--- config.mk ---
export PLATFORM = sky130hd
export DESIGN_NAME = round_pipe_flat
export DESIGN_NICKNAME = d
export VERILOG_FILES = /design/src/rtl/round_pipe_if.sv /design/src/rtl/round_pipe.sv /design/src/flat_wrapper.sv
export SDC_FILE = /design/constraint.sdc
export NUM_CORES = 1
export LEC_CHECK = 0
export BUFFER_PORTS_ARGS = -buffer_cell sky130_fd_sc_hd__buf_2
export CAP_MARGIN = 15
export CORE_MARGIN = 1.5
export CORE_UTILIZATION = 35
export DETAILED_ROUTE_END_ITERATION = 10
export PLACE_DENSITY = 0.62
export SLEW_MARGIN = 20
export SYNTH_ARGS = -nofsm -noshare
export SYNTH_HDL_FRONTEND = slang
export SYNTH_SLANG_ARGS = --single-unit
--- constraint.sdc ---
create_clock -name clk -period 7.7 [get_ports clk]
set_input_delay 1.155 -clock clk [delete_from_list [all_inputs] [get_ports clk]]
set_output_delay 1.155 -clock clk [all_outputs]
set_load 0.05 [all_outputs]
--- src/rtl/round_pipe_if.sv ---
// round_pipe_if: input and output channels of the rounding pipeline.
interface round_pipe_if #(
  parameter int unsigned EW = 8,
  parameter int unsigned FW = 29
);
  logic          in_valid;
  logic          in_ready;
  logic          in_sign;
  logic          in_normalized;
  logic [1:0]    in_mode;
  logic [EW-1:0] in_exp;
  logic [FW-1:0] in_fract;

  logic          out_valid;
  logic          out_ready;
  logic          out_sign;
  logic [EW-1:0] out_exp;
  logic [FW-1:0] out_fract;
  logic          out_inexact;
  logic          out_overflow;

  // Producer of operands / consumer of results.
  modport master (
    output in_valid, in_sign, in_normalized, in_mode, in_exp, in_fract, out_ready,
    input  in_ready, out_valid, out_sign, out_exp, out_fract, out_inexact, out_overflow
  );

  // The rounding unit itself.
  modport slave (
    input  in_valid, in_sign, in_normalized, in_mode, in_exp, in_fract, out_ready,
    output in_ready, out_valid, out_sign, out_exp, out_fract, out_inexact, out_overflow
  );
endinterface

--- src/rtl/round_pipe.sv ---
// round_pipe: two-stage rounding unit. Stage 1 decides the increment and adds it,
// stage 2 renormalises on carry-out, saturates on overflow and drives the result.
module round_pipe #(
  parameter int unsigned EW = 8,
  parameter int unsigned FW = 29,
  parameter int unsigned GB = 3
) (
  input  logic        clk,
  input  logic        rst,
  round_pipe_if.slave bus
);
  localparam int unsigned   KW      = FW - GB;
  localparam logic [GB-1:0] HALF    = {1'b1, {(GB-1){1'b0}}};
  localparam logic [EW:0]   EXP_MAX = {1'b0, {EW{1'b1}}};

  // Stage 1 state
  logic          s1_valid;
  logic          s1_sign;
  logic          s1_bypass;
  logic          s1_inexact;
  logic [EW-1:0] s1_exp;
  logic [FW-1:0] s1_fract;

  // Stage 2 (output) state
  logic          s2_valid;
  logic          s2_sign;
  logic          s2_inexact;
  logic          s2_overflow;
  logic [EW-1:0] s2_exp;
  logic [FW-1:0] s2_fract;

  logic s1_en;
  logic s2_en;

  logic [KW-1:0] kept_c;
  logic [GB-1:0] rem_c;
  logic          inc_c;
  logic [KW-1:0] sum_c;

  logic          carry_c;
  logic [EW:0]   exp_next_c;
  logic [EW-1:0] r_exp_c;
  logic [FW-1:0] r_fract_c;
  logic          r_inexact_c;
  logic          r_overflow_c;

  // A stage may load when it is empty or its contents move on this edge.
  assign s2_en        = ~s2_valid | bus.out_ready;
  assign s1_en        = ~s1_valid | s2_en;
  assign bus.in_ready = s1_en;

  // Increment decision for the selected rounding mode, then the rounded sum.
  always_comb begin
    kept_c = bus.in_fract[FW-1:GB];
    rem_c  = bus.in_fract[GB-1:0];
    inc_c  = 1'b0;
    case (bus.in_mode)
      2'b00:   inc_c = (rem_c > HALF) || ((rem_c == HALF) && kept_c[0]);
      2'b01:   inc_c = 1'b0;
      2'b10:   inc_c = (rem_c != '0) && !bus.in_sign;
      2'b11:   inc_c = (rem_c != '0) && bus.in_sign;
      default: inc_c = 1'b0;
    endcase
    sum_c = kept_c + KW'(inc_c);
  end

  // Stage 1 register; bypassed operands keep their raw fraction.
  always_ff @(posedge clk or posedge rst) begin
    if (rst) begin
      s1_valid   <= 1'b0;
      s1_sign    <= 1'b0;
      s1_bypass  <= 1'b0;
      s1_inexact <= 1'b0;
      s1_exp     <= '0;
      s1_fract   <= '0;
    end else if (s1_en) begin
      s1_valid <= bus.in_valid;
      if (bus.in_valid) begin
        s1_sign    <= bus.in_sign;
        s1_bypass  <= ~bus.in_normalized;
        s1_inexact <= (rem_c != '0);
        s1_exp     <= bus.in_exp;
        s1_fract   <= bus.in_normalized ? {sum_c, {GB{1'b0}}} : bus.in_fract;
      end
    end
  end

  // Carry renormalisation and exponent saturation; exponent grows one bit so it cannot wrap.
  always_comb begin
    carry_c      = s1_fract[FW-1] & ~s1_bypass;
    exp_next_c   = {1'b0, s1_exp} + (EW+1)'(carry_c);
    r_exp_c      = s1_exp;
    r_fract_c    = s1_fract;
    r_inexact_c  = 1'b0;
    r_overflow_c = 1'b0;
    if (!s1_bypass) begin
      r_inexact_c = s1_inexact;
      r_exp_c     = exp_next_c[EW-1:0];
      if (carry_c) begin
        r_fract_c = {1'b0, s1_fract[FW-1:GB+1], {GB{1'b0}}};
      end
      if (exp_next_c >= EXP_MAX) begin
        r_exp_c      = '1;
        r_fract_c    = '0;
        r_overflow_c = 1'b1;
      end
    end
  end

  // Output register; a bubble clears data and flags so nothing is shown without valid.
  always_ff @(posedge clk or posedge rst) begin
    if (rst) begin
      s2_valid    <= 1'b0;
      s2_sign     <= 1'b0;
      s2_inexact  <= 1'b0;
      s2_overflow <= 1'b0;
      s2_exp      <= '0;
      s2_fract    <= '0;
    end else if (s2_en) begin
      s2_valid <= s1_valid;
      if (s1_valid) begin
        s2_sign     <= s1_sign;
        s2_inexact  <= r_inexact_c;
        s2_overflow <= r_overflow_c;
        s2_exp      <= r_exp_c;
        s2_fract    <= r_fract_c;
      end else begin
        s2_sign     <= 1'b0;
        s2_inexact  <= 1'b0;
        s2_overflow <= 1'b0;
        s2_exp      <= '0;
        s2_fract    <= '0;
      end
    end
  end

  assign bus.out_valid    = s2_valid;
  assign bus.out_sign     = s2_sign;
  assign bus.out_exp      = s2_exp;
  assign bus.out_fract    = s2_fract;
  assign bus.out_inexact  = s2_inexact;
  assign bus.out_overflow = s2_overflow;
endmodule
--- src/flat_wrapper.sv ---
// flat-port wrapper written by rule: the top's interface ports become plain ports
module round_pipe_flat 
#(
  parameter int unsigned EW = 8,
  parameter int unsigned FW = 29,
  parameter int unsigned GB = 3
)
  (clk, rst, bus_in_valid, bus_in_sign, bus_in_normalized, bus_in_mode, bus_in_exp, bus_in_fract, bus_out_ready, bus_in_ready, bus_out_valid, bus_out_sign, bus_out_exp, bus_out_fract, bus_out_inexact, bus_out_overflow);
  round_pipe_if #(.EW(EW), .FW(FW)) bus_i ();
  input  logic clk;
  input  logic rst;
  input wire logic [$bits(bus_i.in_valid)-1:0] bus_in_valid;
  input wire logic [$bits(bus_i.in_sign)-1:0] bus_in_sign;
  input wire logic [$bits(bus_i.in_normalized)-1:0] bus_in_normalized;
  input wire logic [$bits(bus_i.in_mode)-1:0] bus_in_mode;
  input wire logic [$bits(bus_i.in_exp)-1:0] bus_in_exp;
  input wire logic [$bits(bus_i.in_fract)-1:0] bus_in_fract;
  input wire logic [$bits(bus_i.out_ready)-1:0] bus_out_ready;
  output wire logic [$bits(bus_i.in_ready)-1:0] bus_in_ready;
  output wire logic [$bits(bus_i.out_valid)-1:0] bus_out_valid;
  output wire logic [$bits(bus_i.out_sign)-1:0] bus_out_sign;
  output wire logic [$bits(bus_i.out_exp)-1:0] bus_out_exp;
  output wire logic [$bits(bus_i.out_fract)-1:0] bus_out_fract;
  output wire logic [$bits(bus_i.out_inexact)-1:0] bus_out_inexact;
  output wire logic [$bits(bus_i.out_overflow)-1:0] bus_out_overflow;
  assign bus_i.in_valid = bus_in_valid;
  assign bus_i.in_sign = bus_in_sign;
  assign bus_i.in_normalized = bus_in_normalized;
  assign bus_i.in_mode = bus_in_mode;
  assign bus_i.in_exp = bus_in_exp;
  assign bus_i.in_fract = bus_in_fract;
  assign bus_i.out_ready = bus_out_ready;
  assign bus_in_ready = bus_i.in_ready;
  assign bus_out_valid = bus_i.out_valid;
  assign bus_out_sign = bus_i.out_sign;
  assign bus_out_exp = bus_i.out_exp;
  assign bus_out_fract = bus_i.out_fract;
  assign bus_out_inexact = bus_i.out_inexact;
  assign bus_out_overflow = bus_i.out_overflow;
  round_pipe #(.EW(EW), .FW(FW), .GB(GB)) u_core (.clk(clk), .rst(rst), .bus(bus_i));
endmodule
==> impl_metrics.ini, run 1 <==
[clocking]
numCtsBuffers = 9
cts_tree = done
cts_setup_buffers = 0
insertion_delay_ns = 0.33
cts_buffer_depth = 2
postCtsHoldBufs = 0
clk_pin_slew_ns = 0.06
clock-root-buffer = clkbuf_16
cts_resized = 0
cts_sinks = 82
cts_max_level = 3

[grt]
grt.overflow.total = 0
grt_use_total_pct = 15.5
grt_max_degree = 83
grt_pass1_vias = 2999
antenna_found_initial = 0
grt_pass1_wl_um = 15200

[worst_setup_path]
required_ns = 7.88
reg2reg_depth = 8
cp_slowest_cell = nor2b_4
crit_fanout = 26
start_kind = flip-flop
slowest_delay_ns = 0.80
crit_chain = nor2b_4, ha_1, ha_1, xnor2_1, or3_4, o22ai_2, a31o_2, o21ai_0
end_kind = flip-flop
path_common_cell = ha_1
worstPathArrival_ns = 3.68
cp-startpoint = u_core.s1_bypass$_DFFE_PP0P_
r2r_start = u_core.s1_bypass$_DFFE_PP0P_
worstSetupPathType = reg -> reg

[power]
p_total_mw = 1.30
irDropWorstVdd_uv = 127
power_density_nw_per_um2 = 265
leakage_nw = 2.21

[floorplanning]
die_area_um2 = 12300
fp.dieW_um = 111
initial_utilization_pct = 35.8
die_y_um = 111
rows = 39
boundaryPins = 87
core_area_um2 = 11400

[sta]
hold_viol_final = 0
fin_ws_ns = 4.20
drv_slew = 0
tightest_slew_ns = 0.936
timing.fmax_mhz = 286
final.setup_skew_ns = 0.00731
slew_headroom_pct = 37.4
finalCriticalPeriod_ns = 3.50
holdWs_ns = 0.472
finalSetupTns_ns = 0
rsz0062_at_grt = no
fin_crit_sh_pct = 45.4
setup_viol = 0

[cells_and_area]
drive_gt1_share_pct = 24.9
multi_input_area_um2 = 1900
syn2layout_area_growth_pct = 20.9
layout.cells.non_filler = 640
seq_area_um2 = 2050
final_area_um2 = 4920
nFillCells = 1125
final_core_utilization_pct = 43.2
final_nets = 541
diodes = 0

[logic_synthesis]
synthesis.area_um2 = 4070
yosys.area.top_type = dfrtp_1
ys_seq_area_share_pct = 50.5
ys_ff_latch = 82
yosys_warnings = 0
yosysUniqueCellTypes = 41
avgSynthCellArea_um2 = 9.80
syn_inst = 415
yosysTopAreaCellShare_pct = 50.5
synth_area_leaders = dfrtp_1, o21ai_0, nand2_1
syn_nets = 464

[placed_design]
dp_cells = 623
gp_congestion = 0.813
io_buffer_count = 86
placed_area_um2 = 4590
pre_cts_slack_ns = 3.85
post-dp-hpwl_um = 6480

[min_path]
hold_path_depth = 2
min_from = u_core.bus.out_exp[6]$_DFFE_PP0P_
hp-class = reg -> reg

[status]
status = finished clean

[drt]
drc_errors = 0
wl_per_cell_um = 14.4
dr.pass1.iters = 4
vias = 3150
drt-total-wl_um = 9190
drt_iter0_drc = 186
via_per_inst = 4.92
ant_nets = 0

[run]
drv_cap = 0
-- critical path: cells and delay by family (launching register included) --
family / cells / cell delay, ns
DFF: 1 / 0.53
xor gates and xnor gates: 1 / 0.09
AOI/OAI and AO/OA: 3 / 0.95
and+or+nand+nor: 2 / 1.18
adders and majority gates: 2 / 0.61
-- cell usage after synthesis (all sizes together) --
cell type  instances
o22ai              1
nor3               4
or3                2
dfrtp             82
mux2i             27
nand4             13
a21oi              2
and2               2
ha                 4
a31o               2
o31ai              3
a22o               3
nor4               1
nor3b              1
buf               10
and3               7
a21bo              1
a221oi             1
inv                6
a21o               1
a221o              1
mux2               9
xor2              21
xnor2              7
nand2b             5
a211oi             6
nor2b              2
o21ai             72
nand2             79
clkbuf            12
a32o               2
nand3             15
nor2               8
or2                3
-- area by class of cell --
type                       count  share of cell area, %
clock buffer                  11                   4.73
multi-input combinational    305                   38.7
inverter                       6                  0.484
timing repair buffer          88                   9.54
tap                          143                   3.64
sequential                    82                   41.7
clock inverter                 5                   1.12
-- worst paths after layout --
kind                                                   endpoint  slack, ns
min in group asynchronous   u_core.bus.out_fract[2]$_DFFE_PP0P_       1.03
hold / removal                u_core.bus.out_exp[6]$_DFFE_PP0P_       0.47
setup reg to reg           u_core.bus.out_fract[14]$_DFFE_PP0P_       4.20
setup / recovery           u_core.bus.out_fract[14]$_DFFE_PP0P_       4.20
max in group asynchronous        u_core.s1_fract[6]$_DFFE_PP0P_       6.19
hold reg to reg               u_core.bus.out_exp[6]$_DFFE_PP0P_       0.47
-- logic make-up (layout without fill, tap and decap cells) --
kind of cell / after synthesis / after routing / share of synthesized area, %
simple gates: 142 / 142 / 16.3
fa+ha+maj: 4 / 4 / 1.23
compound gates: 95 / 95 / 13.5
mux: 36 / 36 / 9.14
flops: 82 / 82 / 50.5
buf+inv: 28 / 110 / 3.23
xor+xnor: 28 / 28 / 6.03
-- metal layers --
layer	routed length (um)	part of all wire [%]	vias up	track usage, %
li1	-	-	1603	-
met1	4490	49	1469	21.6
met2	4270	47	69	24.7
met3	304	3.3	9	2.19
met4	121	1.3	0	5.64
met5	0	0	-	0
-- registers in the layout, indices dropped and copies added (netlist names) --
name and cells:
u_core.bus.out_exp 8, u_core.s1_fract 29, u_core.bus.out_overflow 1, u_core.bus.out_valid 1, u_core.s1_exp 8, u_core.s1_bypass 1, u_core.bus.out_inexact 1, u_core.bus.out_sign 1
u_core.s1_sign 1, u_core.s1_inexact 1, u_core.s1_valid 1, u_core.bus.out_fract 29
-- cell usage in the layout (no fill, tap or decap), types with 2 or more instances in the layout --
master      netlist  layout
xnor2_1           7       7
mux2_2            9       9
a31o_2            2       2
mux2i_1          27      27
buf_2             6      86
clkbuf_1         12       2
clkbuf_16         0       9
nand2_1          79      78
nand4_1          13      13
clkinvlp_4        0       2
nor2_1            8       8
nand3_1          15      15
o31ai_1           3       3
ha_1              4       4
o21ai_0          69      69
nor3_1            3       3
a211oi_1          6       6
a32o_1            2       2
nor2b_4           0       2
a21oi_1           2       2
o21ai_1           3       3
a22o_1            3       3
inv_1             6       5
clkinv_2          0       3
nand2b_1          5       5
xor2_1           21      21
and2_1            2       2
or2_2             2       2
and3_1            7       7
dfrtp_1          82      82
-- where the power goes --
part           switching (mW)  internal, mW  total, mW
logic                   0.238        0.0996      0.338
clock network           0.169         0.250      0.419
registers              0.0521         0.496      0.548
No activity file was read; power rests on OpenSTA's default activity.
==> run 2: changes to the inputs <==
clock period = 3.6 ns   (was 7.7 ns; I/O delays follow)
==> impl_metrics.ini, run 2 (synthesis results as in run 1) <==
[status]
status = finished clean

[floorplanning]
die_area_um2 = 12300
boundaryPins = 87
rows = 39
initial_utilization_pct = 35.8
core_area_um2 = 11400
fp.dieW_um = 111
die_y_um = 111

[clocking]
clk_pin_slew_ns = 0.06
cts_buffer_depth = 2
cts_setup_buffers = 0
cts_sinks = 82
cts_max_level = 3
cts_tree = done
numCtsBuffers = 9
insertion_delay_ns = 0.33
postCtsHoldBufs = 0
clock-root-buffer = clkbuf_16
cts_resized = 0

[sta]
fin_crit_sh_pct = 78.0
tightest_slew_ns = 0.704
hold_viol_final = 0
slew_headroom_pct = 52.8
finalSetupTns_ns = 0
setup_viol = 0
fin_ws_ns = 0.791
drv_slew = 0
timing.fmax_mhz = 356
final.setup_skew_ns = 0.00842
rsz0062_at_grt = no
finalCriticalPeriod_ns = 2.81

[drt]
dr.pass1.iters = 4
wl_per_cell_um = 14.4
vias = 3237
drc_errors = 0
drt_iter0_drc = 179
via_per_inst = 5.03
ant_nets = 0
drt-total-wl_um = 9270

[min_path]
hp-class = in -> async

[grt]
grt_pass1_vias = 3104
grt_pass1_wl_um = 15700
grt_max_degree = 57
antenna_found_initial = 1
grt.overflow.total = 0
grt_use_total_pct = 15.7

[cells_and_area]
drive_gt1_share_pct = 25.8
final_area_um2 = 4940
final_common_cell = buf_2
mostFrequentLayoutCells = buf_2, dfrtp_1, nand2_1, o21ai_0, mux2i_1
diodes = 0
final_core_utilization_pct = 43.4
layout.cells.non_filler = 643
final_nets = 544
nFillCells = 1123
syn2layout_area_growth_pct = 21.4

[worst_setup_path]
required_ns = 3.78
worstPathArrival_ns = 2.99
r2r_start = u_core.s1_bypass$_DFFE_PP0P_
r2r_end = u_core.bus.out_fract[25]$_DFFE_PP0P_
crit_fanout = 25
reg2reg_slack_ns = 0.79
start_kind = flip-flop
end_kind = flip-flop
worstSetupPathType = reg -> reg
reg2reg_depth = 8

[power]
power_density_nw_per_um2 = 575
netSwitchingFraction_pct = 34.8
p_sw_uw = 988
pwr-share-clk_pct = 33.4
irDropWorstVdd_uv = 239
p_seq_share_pct = 41.2
internal_power_mw = 1.85
comb_power_share_pct = 25.4
leakage_nw = 2.22

[placed_design]
placed_area_um2 = 4620
post-dp-hpwl_um = 6760
dp_cells = 627
gp_congestion = 0.835
io_buffer_count = 86
pre_cts_slack_ns = 0.667

[run]
drv_cap = 0
-- run 2: changes by cell type in the layout (fill, tap and decap cells not counted), moves of 2 or more --
cell,delta
clkbuf_8,+2
buf_4,+5
clkbuf_1,-2
clkinv_2,-2
-- run 2: worst max-delay path: stages, from the launching register on --
cell     delay (ns)
dfrtp_1        0.60
nor2b_4        0.08
ha_1           0.21
ha_1           0.26
xnor2_1        0.15
or3_4          0.38
o22ai_2        0.27
a31o_2         0.52
o21ai_0        0.19
-- run 2: final cells by class --
| type | instances | area, um^2 | share of cell area, % |
|---|---|---|---|
| clock buffers | 11 | 253 | 5.12 |
| clock inverters | 5 | 61.3 | 1.24 |
| inverters | 6 | 23.8 | 0.482 |
| multi-input cells | 305 | 1900 | 38.5 |
| flip-flops and latches | 82 | 2050 | 41.6 |
| well taps | 143 | 179 | 3.62 |
| repair buffers | 91 | 468 | 9.48 |
-- run 2: how the worst max path moves through the flow --
stage,start,endpoint,slack [ns],cells past startpoint
after global placement,bus_in_fract[1],u_core.s1_fract[11]$_DFFE_PP0P_,0.75,11
final,u_core.s1_bypass$_DFFE_PP0P_,u_core.bus.out_fract[25]$_DFFE_PP0P_,0.79,8
after CTS,u_core.s1_bypass$_DFFE_PP0P_,u_core.bus.out_fract[25]$_DFFE_PP0P_,0.78,8
after detailed placement,bus_in_fract[1],u_core.s1_fract[19]$_DFFE_PP0P_,0.67,11
after global routing,u_core.s1_bypass$_DFFE_PP0P_,u_core.bus.out_fract[25]$_DFFE_PP0P_,0.58,8
after floorplan,rst,u_core.bus.out_exp[0]$_DFFE_PP0P_,0.95,1
-- run 2: power groups by stage --
stage / Combinational, mW / Sequential, mW / Clock (mW)
floorplan: 0.291 / 1.42 / 0
global placement: 0.722 / 1.18 / 0
detailed placement: 0.729 / 1.19 / 0
CTS: 0.730 / 1.17 / 0.969
global route: 0.782 / 1.19 / 1.02
finish: 0.720 / 1.17 / 0.949
-- run 2: stage by stage --
step                hold slack, ns  power (mW)
floorplan                    0.449        1.71
global placement             0.462        1.90
detailed placement           0.462        1.92
CTS                          0.326        2.87
global route                 0.357        2.99
finish                       0.309        2.84
-- run 2: layer usage --
metal | vias up | GRT usage, % | part of all wire [%]
met1 | 1528 | 21.4 | 47
met4 | 2 | 5.47 | 1.3
met5 | - | 0 | 0.14
met2 | 83 | 24.3 | 46
li1 | 1612 | - | -
met3 | 12 | 4.21 | 5.9
==> run 3: changes to the inputs <==
ABC_AREA = 1   (was unset)
clock period = 2.8 ns   (was 3.6 ns; I/O delays follow)
==> impl_metrics.ini, run 3 <==
[worst_setup_path]
reg2reg_depth = 16
crit_chain = inv_1, nor2_2, ha_1, ha_1, nand2_2, inv_1, nand2_1, nand2_1, nor2_1, nand2_1, nor2_1, nand2_1, nand2_2, nand2_2, nand3_1, nand2_1
start_kind = flip-flop
path_common_cell = nand2_1
slowest_delay_ns = 0.39
required_ns = 3.02
worstSetupPathType = reg -> reg
cp.depth = 16
worstPathArrival_ns = 2.69
crit_fanout = 30
cp_slowest_cell = dfrtp_1
end_kind = flip-flop
critPathBufInv = 2
cp_top_family = simple AND/OR/NAND/NOR gates

[cells_and_area]
syn2layout_area_growth_pct = 20.4
layout.cells.non_filler = 857
drive_gt1_share_pct = 19.0
final_area_um2 = 5350
final_core_utilization_pct = 43.8
nFillCells = 1279
seq_area_um2 = 2050
mostFrequentLayoutCells = nand2_1, buf_2, dfrtp_1, nor2_1
final_nets = 733
diodes = 0
multi_input_area_um2 = 2050
final_common_cell = nand2_1

[logic_synthesis]
yosysUniqueCellTypes = 35
syn_inst = 602
synthesis.area_um2 = 4440
ys.flop_type = dfrtp_1
syn_nets = 651
yosysMostFrequentCell = nand2_1
ys_async_sr_fraction_pct = 100
yosysTopAreaCellShare_pct = 46.2
yosys.area.top_type = dfrtp_1
yosys_warnings = 0
avgSynthCellArea_um2 = 7.37
synth_common_cells = nand2_1, dfrtp_1, nor2_1
ys_ff_latch = 82
synth_area_leaders = dfrtp_1, nand2_1, o21ai_0
ys_seq_area_share_pct = 46.2
synth-edff-count = 0

[drt]
drt_iter0_drc = 342
ant_nets = 0
via_per_inst = 4.78
vias = 4094
drc_errors = 0
wl_per_cell_um = 13.0
drt-total-wl_um = 11100
dr.pass1.iters = 5

[clocking]
cts_max_level = 3
postCtsHoldBufs = 0
insertion_delay_ns = 0.33
cts_sinks = 82
cts_tree = done
cts_setup_buffers = 0
numCtsBuffers = 9
clk_pin_slew_ns = 0.06
cts_buffer_depth = 2
cts_resized = 0
clock-root-buffer = clkbuf_16

[floorplanning]
core_area_um2 = 12200
fp.dieW_um = 116
boundaryPins = 87
rows = 40
die_y_um = 116
initial_utilization_pct = 36.4
die_area_um2 = 13400

[power]
internal_power_mw = 2.45
pwr-share-clk_pct = 32.0
p_sw_mw = 1.46
netSwitchingFraction_pct = 37.4
p_seq_share_pct = 38.8
power_density_nw_per_um2 = 732
comb_power_share_pct = 29.2
leakage_nw = 2.85
irDropWorstVdd_uv = 315

[placed_design]
post-dp-hpwl_um = 8400
dp_cells = 841
placed_area_um2 = 5030
gp_congestion = 0.866
pre_cts_slack_ns = 0.292
io_buffer_count = 86

[min_path]
hp-class = in -> async

[sta]
fin_crit_sh_pct = 88.5
finalSetupTns_ns = 0
setup_viol = 0
tightest_slew_ns = 0.704
rsz0062_at_grt = no
final.setup_skew_ns = 0.00780
finalCriticalPeriod_ns = 2.48
slew_headroom_pct = 53.0
fin_ws_ns = 0.322
timing.fmax_mhz = 403
hold_viol_final = 0
drv_slew = 0

[grt]
grt_pass1_vias = 3827
grt_max_degree = 51
grt_use_total_pct = 17.8
grt_pass1_wl_um = 19000
antenna_found_initial = 0
grt.overflow.total = 0

[run]
drv_cap = 0

[status]
status = finished clean
==> run 3: cell types whose count changed in the layout (fill, tap and decap cells not counted), moves of 9 or more <==
cell,previous run,this run
nand3_1,15,42
o21ai_0,69,54
a21oi_1,2,11
nor2_1,8,62
inv_1,5,54
mux2_2,9,0
xor2_1,21,6
mux2i_1,27,0
nand2_1,78,209
==> run 3: path summary, 6_finish.rpt <==
kind / slack [ns] / start / to
setup / recovery: 0.32 / u_core.s1_fract[28]$_DFFE_PP0P_ / u_core.bus.out_fract[2]$_DFFE_PP0P_
hold / removal: 0.17 / rst / u_core.s1_exp[3]$_DFFE_PP0P_
setup reg to reg: 0.32 / u_core.s1_fract[28]$_DFFE_PP0P_ / u_core.bus.out_fract[2]$_DFFE_PP0P_
hold reg to reg: 0.47 / u_core.bus.out_exp[5]$_DFFE_PP0P_ / u_core.bus.out_exp[5]$_DFFE_PP0P_
max in group asynchronous: 1.95 / rst / u_core.s1_valid$_DFFE_PP0N_
min in group clk: 0.30 / bus_in_exp[7] / u_core.s1_exp[7]$_DFFE_PP0P_
==> run 3: power groups by stage <==
stage	registers (mW)	clock network (mW)	logic, mW
finish	1.52	1.25	1.14
global route	1.54	1.33	1.26
CTS	1.52	1.28	1.15
detailed placement	1.54	0	1.14
global placement	1.53	0	1.13
floorplan	1.91	0	0.444
==> run 3: through the flow <==
stage	hold WS (ns)	power [mW]
final	0.173	3.91
after global routing	0.228	4.13
after CTS	0.195	3.94
after detailed placement	0.462	2.68
after global placement	0.463	2.66
after floorplan	0.449	2.36
==> run 3: cells by family after synthesis <==
logic type / count (synthesis) / synth area share [%]
AOI/OAI and AO/OA: 83 / 10.4
xor gates and xnor gates: 9 / 1.78
adders and majority gates: 4 / 1.13
buffers and inverters: 80 / 7.67
DFF: 82 / 46.2
and+or+nand+nor: 344 / 32.8
==> run 3: worst register-to-register path, cell delays in order (launching register included) <==
cell and delay, ns:
dfrtp_1 0.39, inv_1 0.11, nor2_2 0.05, ha_1 0.20
ha_1 0.23, nand2_2 0.13, inv_1 0.05, nand2_1 0.06
nand2_1 0.08, nor2_1 0.12, nand2_1 0.07, nor2_1 0.08
nand2_1 0.06, nand2_2 0.11, nand2_2 0.33, nand3_1 0.23
nand2_1 0.06
==> run 3: final cells by class <==
type | instances | area share, %
inverter | 57 | 4.03
timing repair buffer | 94 | 9.41
tap | 168 | 3.93
clock buffer | 9 | 4.21
sequential | 82 | 38.4
multi-input combinational | 440 | 38.3
clock inverter | 7 | 1.73
==> run 3: per-layer routing <==
| metal | track usage, % | wire (um) |
|---|---|---|
| met1 | 28.1 | 5840 |
| met2 | 24.9 | 4590 |
| met5 | 0 | 0 |
| met3 | 2.62 | 574 |
| met4 | 5.69 | 137 |
